File: config.mk
export PLATFORM = sky130hd
export DESIGN_NAME = bpred_update_ctrl
export DESIGN_NICKNAME = d
export VERILOG_FILES = /design/src/rtl/bpred_pkg.sv /design/src/rtl/bpred_update_fifo.sv /design/src/rtl/bpred_update_ctrl.sv
export SDC_FILE = /design/constraint.sdc
export NUM_CORES = 1
export LEC_CHECK = 0
export CAP_MARGIN = 5
export CORE_MARGIN = 2
export CORE_UTILIZATION = 45
export DETAILED_ROUTE_END_ITERATION = 8
export HOLD_SLACK_MARGIN = 0.03
export PLACE_DENSITY = 0.68
export SLEW_MARGIN = 20
export SYNTH_ARGS = -nofsm -noshare
export SYNTH_HDL_FRONTEND = slang
export SYNTH_SLANG_ARGS = --single-unit
File: constraint.sdc
create_clock -name clk -period 2.35 [get_ports clk]
set_input_delay 0.235 -clock clk [delete_from_list [all_inputs] [get_ports clk]]
set_output_delay 0.235 -clock clk [all_outputs]
set_load 0.03 [all_outputs]
File: src/rtl/bpred_pkg.sv
// Shared types and constants for the branch-predictor update path.
//   BHT_SIZE_DEFAULT : default number of predictor table entries
//   WEAK_TAKEN       : counter value written to every entry during the init sweep
//   bpred_state_t    : controller FSM states (INIT sweep, RUN)
//   bpred_upd_t      : one buffered branch resolution {pc, taken}
package bpred_pkg;

  localparam int         BHT_SIZE_DEFAULT = 256;
  localparam logic [1:0] WEAK_TAKEN       = 2'b10;

  typedef enum logic {
    INIT = 1'b0,
    RUN  = 1'b1
  } bpred_state_t;

  typedef struct packed {
    logic [31:0] pc;
    logic        taken;
  } bpred_upd_t;

endpackage

File: src/rtl/bpred_update_fifo.sv
// Synchronous FIFO with flush, buffering resolved branches until the
// predictor consumes them.
//   clk, reset   : clock, synchronous active-high reset
//   flush        : empty the FIFO next cycle; a same-cycle push is dropped
//   push, wdata  : enqueue (ignored when full)
//   pop          : dequeue head (ignored when empty)
//   rdata        : head entry (valid when !empty)
//   full, empty  : occupancy flags
module bpred_update_fifo
  import bpred_pkg::*;
#(
  parameter int DEPTH = 4
) (
  input  logic       clk,
  input  logic       reset,
  input  logic       flush,
  input  logic       push,
  input  bpred_upd_t wdata,
  input  logic       pop,
  output bpred_upd_t rdata,
  output logic       full,
  output logic       empty
);

  localparam int PW = $clog2(DEPTH);

  bpred_upd_t    mem [DEPTH];
  logic [PW-1:0] wr_ptr, rd_ptr;
  logic [PW:0]   count;
  logic          do_push, do_pop;

  assign full    = (count == (PW+1)'(DEPTH));
  assign empty   = (count == '0);
  assign do_push = push && !full && !flush;
  assign do_pop  = pop && !empty;
  assign rdata   = mem[rd_ptr];

  // Storage needs no reset: rdata is only looked at when !empty.
  always_ff @(posedge clk) begin
    if (do_push) mem[wr_ptr] <= wdata;
  end

  // Pointers wrap naturally because DEPTH is a power of two.
  always_ff @(posedge clk) begin
    if (reset || flush) begin
      wr_ptr <= '0;
      rd_ptr <= '0;
      count  <= '0;
    end else begin
      if (do_push) wr_ptr <= wr_ptr + 1'b1;
      if (do_pop)  rd_ptr <= rd_ptr + 1'b1;
      case ({do_push, do_pop})
        2'b10:   count <= count + 1'b1;
        2'b01:   count <= count - 1'b1;
        default: count <= count;
      endcase
    end
  end

endmodule

File: src/rtl/bpred_update_ctrl.sv
// Branch-predictor update controller. After reset it sweeps the whole
// predictor table to WEAK_TAKEN (INIT), then (RUN) buffers resolved branches
// from EX and presents them to the predictor in order with valid/ready.
//   clk, reset                  : clock, synchronous active-high reset
//   ex_valid/ex_pc/ex_taken     : resolved branch from EX, ex_ready = accepted
//   flush                       : drop all queued, not-yet-issued updates
//   upd_valid/upd_pc/upd_taken  : update to predictor, upd_ready = consumed
//   init_we/init_index/init_value : table initialisation write port
//   busy                        : high during the init sweep
module bpred_update_ctrl
  import bpred_pkg::*;
#(
  parameter int BHT_SIZE   = BHT_SIZE_DEFAULT,
  parameter int FIFO_DEPTH = 4
) (
  input  logic                        clk,
  input  logic                        reset,
  input  logic                        ex_valid,
  input  logic [31:0]                 ex_pc,
  input  logic                        ex_taken,
  output logic                        ex_ready,
  input  logic                        flush,
  output logic                        upd_valid,
  output logic [31:0]                 upd_pc,
  output logic                        upd_taken,
  input  logic                        upd_ready,
  output logic                        init_we,
  output logic [$clog2(BHT_SIZE)-1:0] init_index,
  output logic [1:0]                  init_value,
  output logic                        busy
);

  localparam int IW = $clog2(BHT_SIZE);

  bpred_state_t state;
  bpred_upd_t   wdata, head;
  logic         full, empty, run, push, pop;

  always_ff @(posedge clk) begin
    if (reset) begin
      state      <= INIT;
      init_index <= '0;
    end else begin
      case (state)
        INIT: begin
          if (init_index == IW'(BHT_SIZE - 1)) begin
            state      <= RUN;
            init_index <= '0;
          end else begin
            init_index <= init_index + 1'b1;
          end
        end
        default: state <= RUN;
      endcase
    end
  end

  assign run        = (state == RUN);
  assign busy       = !run;
  assign init_we    = !run;
  assign init_value = WEAK_TAKEN;

  // ex_ready deliberately ignores a same-cycle pop: no pass-through when full.
  assign ex_ready  = run && !full;
  assign upd_valid = run && !empty;
  assign push      = ex_valid && ex_ready;
  assign pop       = upd_valid && upd_ready;

  assign wdata.pc    = ex_pc;
  assign wdata.taken = ex_taken;

  // Outputs read as zero whenever nothing is presented.
  assign upd_pc    = upd_valid ? head.pc    : '0;
  assign upd_taken = upd_valid ? head.taken : 1'b0;

  bpred_update_fifo #(
    .DEPTH (FIFO_DEPTH)
  ) u_fifo (
    .clk   (clk),
    .reset (reset),
    .flush (flush),
    .push  (push),
    .wdata (wdata),
    .pop   (pop),
    .rdata (head),
    .full  (full),
    .empty (empty)
  );

endmodule

# ---- Yosys cells after proc, flatten, opt, wreduce, memory -nomap -nowiden
# Memories as Yosys holds them, arrays and structs flattened. A register that Yosys moved wholly into a read port is not among the register bits.
# Cells that the tools add are included.
dict set report op_classes {
  n_addsub 5
  eq_ne 4
  mux 10
  n_reduce_logical 14
}
# op count
set ops {}
lappend ops {{$mux 32} 1}
lappend ops {{$add 8x1->8 const B} 1}
lappend ops {{$eq 8x8->1 const B} 1}
lappend ops {{$mux 8} 1}
lappend ops {{$logic_and 1x1->1} 7}
lappend ops {{$pmux 3 s2} 1}
lappend ops {{$mux 1} 5}
lappend ops {{$add 2x1->2 const B} 2}
lappend ops {{$logic_not 1->1} 4}
lappend ops {{$mux 2} 2}
lappend ops {{$add 3x1->3 const B} 1}
lappend ops {{$eq 3x3->1 const B} 1}
lappend ops {{$logic_not 3->1} 1}
lappend ops {{$sub 3x1->3 const B} 1}
lappend ops {{$eq 2x1->1 const B} 1}
lappend ops {{$eq 2x2->1 const B} 1}
lappend ops {{$reduce_bool 2->1} 1}
lappend ops {{$logic_or 1x1->1} 1}
dict set report totals {
  regBits 16
  ram_bits 132
  memories 1
}
# name words word_bits rd rd_ports_with_merged_regs wr line
set mem_list {}
lappend mem_list {u_fifo.mem 4 33 1 1 1 bpred_update_fifo.sv:27} ;# bpred_upd_t mem [DEPTH];

# ---- Longest topological paths before layout
# Gate-level depths: netlist of run 1.
dict set report logic_depth {
  ltp_word 8
  ltp_mapped 10
}

# ---- Cells and area by module
# Synthesis of run 1 repeated with hierarchy kept, for this count alone.
dict set report hier_totals {
  cells_unflattened 319
  area_unflattened_um2 5998.3
}
# mod instances cells_each area_each_um2 seq_area_each_um2
set by_module_without_submodules {}
lappend by_module_without_submodules {bpred_update_fifo 1 229 5283.8 4144.0}
lappend by_module_without_submodules {bpred_update_ctrl 1 90 714.4 180.2}

# ---- Worst setup path before layout of run 1
# OpenSTA, ideal clock, no wires.
dict set report synth_timing {
  path_kind {register to register}
  startpoint {reg u_fifo.count[2]}
  endpoint {reg u_fifo.count[2]}
  setup_ps 70
  t_arrival_ps 2115
  required_time_ps 2280
  setup_slack_ps 165
  stages_incl_launch_ff 10
  n_path_buf 0
  period_less_slack_ps 2185
  cell_sequence {dfxtp_1 -> nor3b_1 -> nor3_1 -> inv_1 -> ha_1 -> inv_1 -> fa_1 -> xor2_1 -> or3_1 -> a21oi_1}
}
dict set report synth_between {
  elab_chain_len 8
}
# item line
set synth_lines {}
lappend synth_lines {{from (decl)} bpred_update_fifo.sv:29} ;# logic [PW:0] count;
lappend synth_lines {{from (signal assigned)} bpred_update_fifo.sv:53} ;# 2'b10: count <= count + 1'b1;
lappend synth_lines {{from (signal assigned)} bpred_update_fifo.sv:54} ;# 2'b01: count <= count - 1'b1;
lappend synth_lines {{from (signal assigned)} bpred_update_fifo.sv:55} ;# default: count <= count;
lappend synth_lines {{$eq 3x3->1} bpred_update_fifo.sv:32} ;# assign full = (count == (PW+1)'(DEPTH));
lappend synth_lines {{$logic_not 1->1} {bpred_update_fifo.sv:34, bpred_update_ctrl.sv:64}}
lappend synth_lines {{$logic_and 1x1->1} bpred_update_ctrl.sv:64} ;# assign ex_ready = run && !full;
lappend synth_lines {{$logic_and 1x1->1} bpred_update_ctrl.sv:66} ;# assign push = ex_valid && ex_ready;
lappend synth_lines {{$logic_and 1x1->1 (2 in a row)} bpred_update_fifo.sv:34} ;# assign do_push = push && !full && !flush;
lappend synth_lines {{$eq 2x1->1 or $eq 2x2->1 (tied branches)} bpred_update_fifo.sv:52} ;# case ({do_push, do_pop})
lappend synth_lines {{$pmux 3 s2 or $reduce_bool 2->1 (tied branches)} -}
# Parallel ways exist; a longest one is shown, timed or not.
# A chain may end at the register's enable or synchronous reset.

==> summary.md, run 1 <==
| Metric | Value |
|---|---|
| Status | complete, no violations |
| Sw Ratio | 19.3% |
| Port Buf Inserts | 82 |
| Post-Synth Adder-Cell Area | 1.59% |
| Final hold vios | 0 |
| Antenna-violating nets left | 0 |
| Pin count of the biggest net entering global routing | 35 |
| Combinational share of power | 2.3% |
| Critical Path, Cell by Cell | buf_12 -> mux4_1 -> and2_1 -> dlygate4sd2_1 |
| Number of synthesized flops with an enable pin | 132 |
| Maxcap violations | 0 |
| TNS Setup | 0 ps |
| GPL Wtd Cong | 0.702 |
| Starting density of the core | 45.6% |
| DRC Markers | 0 |
| Clk_skew | 6.03 ps |
| Hold path cells | 1 |
| H-tree depth | 4 |
| Initial DRC count | 159 |
| Max_slew headroom | 67.0% |
| Clock transition at path regs | 60 ps |
| Via count of the routed design | 3,061 |
| Slew @ Worst Pin | 487 ps |
| WS Path Type | flip-flop to output port |
| Hold Crit Endpoint | u_fifo.mem[3][7] |
| Most numerous cell in the Yosys netlist | edfxtp_1 |
| Post-layout min period | 2260 ps |
| Finished Cell Area | 0.00763 mm² |
| Post-synth net total | 363 |
| Die H | 119 µm |
| Mapped Avg Cell Area | 18.8 µm² |
| First-pass GRT wire length | 17,200 µm |
| DR pass1 iterations | 4 |
| Asr flop ratio synth | 0% |
| Row Count | 42 |
| Worst min-delay path class | primary input to flip-flop |
| Drt wl/cell | 18.0 µm |
| Post-synthesis register bit count | 150 |
| Hpwl dp | 6470 µm |
| Most used DFF post-synth | edfxtp_1 |
| Cell area after synthesis | 0.00596 mm² |
| Vias in the first global route | 3,246 |
| Cell family with most CP delay | multiplexers |
| Die X-Extent | 119 µm |
| Post-synthesis cell count | 318 |
| Reg2reg end | u_fifo.count[2] |
| Area contributors post-synth | edfxtp_1, mux4_2, dfxtp_1 |
| Worst Reg2Reg Path Length in Cells | 9 |
| Clock power frac | 45.9% |
| Fmax | 0.443 GHz |
| Die ar. | 0.0142 mm² |
| CTS root buf | clkbuf_16 |
| Core Region | 0.0131 mm² |
| Register area share after synthesis | 72.5% |
| RSZ-0062 raised after global routing | false |
| Reg-to-reg slack, setup | 250 ps |
| CP arrival | 2020 ps |
| Multi-input logic area | 0.00150 mm² |
| Post-synthesis simple-gate area fraction | 7.20% |
| Layout area overhead | 27.9% |
| Hold buffer count at cts | 0 |
| CP Launch Type | flip-flop |
| Worst setup EP type | output port |
| Synth top area share | 66.5% |
| Critical path depth | 4 |
| Clock buffer depth | 2 |
| TritonCTS clock tree | done |
| Worst path required time | 2120 ps |
| Compound-Gate Fraction of Synth Area | 2.35% |
| Reg power frac | 51.9% |
| Fin crit share | 96.1% |
| CTS sink cnt | 150 |
| Via density | 5.07 |
| Main combinational cell family by area after synthesis | multiplexers |
| Diode count | 0 |
| Final setup violation count | 0 |
| PwrDens | 734 mW/mm² |
| GRT Util Overall | 16.4% |
| Max IR drop VDD | 407 µV |
| Synth warn | 0 |
| Max Transition Viols Final | 0 |
| Leading area contributor after synthesis | edfxtp_1 |
| GRT overflow | 0 |
| Internal Power | 4.51 mW |
| Final WL | 10,900 µm |
| Number of library cell types mapped by synthesis | 39 |
| Clock Latency Late Sink | 420 ps |
| CTS Buf Count | 17 |
| Power, Total | 5.60 mW |
| Layout cells sized above 1 | 20.1% |
| Post-synthesis mux area share | 12.8% |
| Util after Layout | 58.3% |
| FF-to-FF Start | u_fifo.count[2] |
| Layout fillers | 1,007 |
| Final Net Count | 460 |
| Psw | 1.08 mW |
| Number of buffers and inverters on the critical path | 2 |
| Register area | 0.00433 mm² |
| Minimum hold slack | 454 ps |
| Placed inst area | 0.00707 mm² |
| P_leak | 2.60 nW |
| Initial antenna violation count | 0 |
| CP peak stage delay | 540 ps |
| Post-synthesis xor/xnor area fraction | 0.881% |
| Slowest CP cell | mux4_1 |
| CP max FO | 10 |
| Hold Path Origin | ex_pc[6] |
| IO Pins | 85 |
| Most frequent cells after synthesis | edfxtp_1, and2_1, mux4_2, dfxtp_1, nor2_1 |
## cells by family after synthesis
family | after synthesis
other | 2
XOR/XNOR | 6
AO/OA/AOI/OAI | 20
adder cells (fa/ha/maj) | 7
buffers and inverters | 26
multiplexers | 34
flip-flops | 150
AND/OR/NAND/NOR | 73
## registers in the layout, summed over array words and instances (netlist names), named ones only
register and count:
run 1, u_fifo.count 3, init_index 8, u_fifo.rd_ptr 2
u_fifo.mem 132, u_fifo.wr_ptr 2
## repair_timing
item / in CTS / in global routing
buffers inserted: 0 / 0
endpoints found under the setup margin: 33 / 6
resized for setup: 33 / 2
cloned: 0 / 1
pin swaps: 0 / 0
## through the flow
stage,setup WS [ps],instances
floorplan,165,318
global placement,147,571
detailed placement,85.3,571
CTS,7.09,603
global route,2.93,604
finish,90.9,604
## placed cells by master (no fill, tap or decap), types with 3 or more instances in the layout
master	netlist	routed
a21oi_1	6	6
and2_1	38	34
and2_2	0	4
buf_12	0	7
buf_4	3	6
clkbuf_16	0	18
clkdlybuf4s50_1	0	49
clkinv_2	0	5
clkinvlp_4	0	4
dfxtp_1	18	15
dlygate4sd2_1	0	31
edfxtp_1	132	132
ha_1	6	6
inv_1	9	9
mux4_1	3	3
mux4_2	30	30
nand2b_1	3	3
nor2_1	12	11
nor3_1	3	3
o21ai_0	5	5
or3_1	4	4
xor2_1	5	5
## worst max-delay path by stage
| stage | from | to | slack, ps |
|---|---|---|---|
| 2_1_floorplan | u_fifo.count[2] | u_fifo.count[2] | 160 |
| 3_3_place_gp | upd_ready | u_fifo.count[2] | 150 |
| 3_5_place_dp | upd_ready | u_fifo.count[2] | 90 |
| 4_1_cts | flip-flop | upd_pc[11] | 7 |
| 5_1_grt | run | upd_valid | 3 |
| 6_report | flip-flop | upd_pc[31] | 90 |
## power by group through the flow
stage	Sequential (mW)	Combinational, mW	Clock (mW)
4_1_cts	2.90	0.127	2.63
6_report	2.90	0.126	2.57
2_1_floorplan	2.97	0.0224	0
3_3_place_gp	2.96	0.121	0
5_1_grt	2.90	0.136	2.74
3_5_place_dp	2.96	0.126	0
## final cells by class
class	count	area share, %
multi-input combinational	142	19.6
tap	176	2.89
clock inverter	14	1.79
clock buffer	18	5.63
sequential	150	56.8
inverter	9	0.443
timing repair buffer	95	12.9
## layer usage
layer | GRT usage [%] | up-vias | wire [µm]
met2 | 26.2 | 93 | 5190
met1 | 20.7 | 1525 | 4850
met4 | 5.80 | 0 | 131
met3 | 5.94 | 13 | 701
met5 | 0 | - | 0
li1 | - | 1430 | -
Power figures use the tool's default switching activity.
==> run 2: changes to the inputs <==
CORE_UTILIZATION = 31   (was 45)
PLACE_DENSITY = not set   (was 0.68)
SYNTH_HIERARCHICAL = 1   (was not set)
==> run 2 against run 1 <==
Effect of this change:
- worst hold slack got worse by 11 ps
- largest power group unchanged
- combinational power about the same
- non-clock buffer count increased by 8
- via count increased by 0.69%
- count of clock-buffer cells in the layout unchanged
- the flow now finishes with violations (setup timing)
- clock power increased by 4%
- worst setup slack got worse by 110 ps
- highest routed layer unchanged
- register-to-register slack got worse by 270 ps
- global-route usage decreased by 4.4 points
- power increased by 2.0%
- synthesized area increased by 0.57%
==> summary.md, run 2 <==
| Metric | Value |
|---|---|
| Status | finished with violations |
| Failing checks | setup timing |
| Diode count | 0 |
| Max reg flops | 132 |
| Initial DRC count | 155 |
| Leading area contributor after synthesis | edfxtp_1 |
| Final setup violation count | 1 |
| GPL Wtd Cong | 0.761 |
| Most used DFF post-synth | edfxtp_1 |
| Layout fillers | 1,683 |
| Final hold vios | 0 |
| Most frequent cells in the layout | edfxtp_1, clkdlybuf4s50_1, buf_4, and2_1, mux4_2 |
| Clock buffer depth | 2 |
| Number of synthesized flops with an enable pin | 132 |
| Row Count | 50 |
| Post-layout min period | 2370 ps |
| Critical Path Most Common Cell | inv_2 |
| Most numerous cell in the Yosys netlist | edfxtp_1 |
| Drt wl/cell | 16.4 µm |
| Antenna-violating nets left | 0 |
| DR pass1 iterations | 4 |
| Fmax | 0.423 GHz |
| P_leak | 2.60 nW |
| Reg-to-reg slack, setup | -20 ps |
| WS Path Type | flip-flop to flip-flop |
| GRT overflow | 0 |
| Layout area overhead | 29.6% |
| RSZ-0062 raised after global routing | true |
| GRT Util Overall | 11.9% |
| Post-synthesis cell count | 319 |
| Max IR drop VDD | 485 µV |
| # Post-CTS Setup Buffers | 0 |
| Clk_skew | 7.74 ps |
| CP peak stage delay | 410 ps |
| Core Region | 0.0188 mm² |
| CP max FO | 3 |
| Area contributors post-synth | edfxtp_1, mux4_2, dfxtp_1 |
| Number of buffers and inverters on the critical path | 4 |
| Worst min-delay path class | primary input to flip-flop |
| Starting density of the core | 31.9% |
| Most frequent cells after synthesis | edfxtp_1, and2_1, mux4_2, dfxtp_1, nor2_1 |
| Die X-Extent | 143 µm |
| DRC Markers | 0 |
| CP arrival | 2710 ps |
| Worst setup EP type | flip-flop |
| Maxcap violations | 0 |
| Biggest regs | u_fifo/mem x132, init_index x8, u_fifo/count x3 |
| Layout cells sized above 1 | 32.3% |
| Die ar. | 0.0205 mm² |
| Cell area after synthesis | 0.00600 mm² |
| Post-synth net total | 364 |
| Finished Cell Area | 0.00778 mm² |
| Synth top area share | 66.1% |
| Commonest non-fill, non-tap cell in the layout | edfxtp_1 |
| Hold path cells | 1 |
| Critical path depth | 13 |
| Register area share after synthesis | 72.1% |
| Number of library cell types mapped by synthesis | 43 |
| IO Pins | 85 |
| Hold buffer count at cts | 0 |
| Port Buf Inserts | 82 |
| PwrDens | 735 mW/mm² |
| Pin count of the biggest net entering global routing | 35 |
| Setup WS post-layout | -16.3 ps |
| Die H | 143 µm |
| Worst path required time | 2700 ps |
| Post-synthesis register bit count | 150 |
| Worst Reg2Reg Path Length in Cells | 13 |
| Slowest CP cell | or3b_4 |
| Final WL | 11,400 µm |
| Asr flop ratio synth | 0% |
| Via density | 4.43 |
| CTS Buf Count | 17 |
| Vias in the first global route | 3,367 |
| Mapped Avg Cell Area | 18.8 µm² |
| Util after Layout | 41.3% |
| Clock Latency Late Sink | 420 ps |
| TNS Setup | -16.3 ps |
| Power, Total | 5.71 mW |
| Initial antenna violation count | 0 |
| H-tree depth | 4 |
| TritonCTS clock tree | done |
| Fin crit share | 101% |
| CP Launch Type | flip-flop |
| CTS sink cnt | 150 |
| Hpwl dp | 7160 µm |
| Critical Path, Cell by Cell | or3b_4 -> clkinv_4 -> nor2_4 -> and2_4 -> inv_2 -> nor3_2 -> inv_1 -> ha_2 -> inv_2 -> fa_2 -> xor2_1 -> or3_1 -> a21oi_1 |
| Final Net Count | 469 |
| Placed inst area | 0.00718 mm² |
| Via count of the routed design | 3,082 |
| Synth warn | 6 |
| Largest Register | u_fifo/mem |
| Cell family with most CP delay | simple AND/OR/NAND/NOR gates |
| Max Transition Viols Final | 0 |
| Pre-CTS setup slack | -37.6 ps |
| First-pass GRT wire length | 17,900 µm |
| CTS root buf | clkbuf_16 |
| Clock transition at path regs | 60 ps |
run 2: power by group:
group	internal (mW)	leakage [nW]	switching (mW)
clock network	1.65	0.271	1.03
registers	2.90	1.33	0.00849
logic	0.0694	0.994	0.0552
run 2: area by class of cell:
class	count	area (µm²)	area share, %
Sequential cell	150	4330	55.7
Multi-Input combinational cell	142	1510	19.4
Timing Repair Buffer	103	985	12.7
Clock buffer	18	429	5.52
Tap cell	260	325	4.18
Clock inverter	13	159	2.04
Inverter	10	42.5	0.547
run 2: worst register-to-register path, stage by stage, from the launching register on:
cell and delay (ps):
dfxtp_2 330, or3b_4 410, clkinv_4 70, nor2_4 30, and2_4 150, inv_2 50
nor3_2 50, inv_1 60, ha_2 180, inv_2 40, fa_2 330, xor2_1 150
or3_1 310, a21oi_1 130
run 2: cell families (layout without fill, tap and decap cells):
| kind of cell | count (synthesis) | in the layout | synth area share (%) |
|---|---|---|---|
| AO/OA/AOI/OAI | 19 | 19 | 1.90 |
| XOR/XNOR | 6 | 6 | 0.876 |
| adder cells (fa/ha/maj) | 7 | 7 | 1.59 |
| buffers and inverters | 27 | 144 | 3.13 |
| flip-flops | 150 | 150 | 72.1 |
| multiplexers | 34 | 34 | 12.6 |
| other | 2 | 2 | 0.125 |
| AND/OR/NAND/NOR | 74 | 74 | 7.74 |
run 2: layer usage:
layer / part of all wire (%) / track usage, %
met5: 0 / 0
met4: 1.2 / 4.22
met3: 5.0 / 4.02
met2: 50 / 19.9
met1: 44 / 14.5
run 2: per-stage QoR:
| step | cells | hold slack [ps] |
|---|---|---|
| final | 696 | 443 |
| after global routing | 696 | 438 |
| after CTS | 696 | 427 |
| after detailed placement | 665 | 493 |
| after global placement | 665 | 485 |
| after floorplan | 319 | 334 |
run 2: final timing paths:
| kind | startpoint | end |
|---|---|---|
| min reg2reg | init_index[6] | init_index[6] |
| max | u_fifo/count[2] | u_fifo/count[2] |
| min | ex_pc[22] | u_fifo/mem[2][23] |
| max reg2reg | u_fifo/count[2] | u_fifo/count[2] |
run 2: timing repair:
| action | in CTS | in global routing |
|---|---|---|
| pin swaps | 0 | 1 |
| endpoints found under the setup margin | 1 | 10 |
| resized for setup | 1 | 1 |
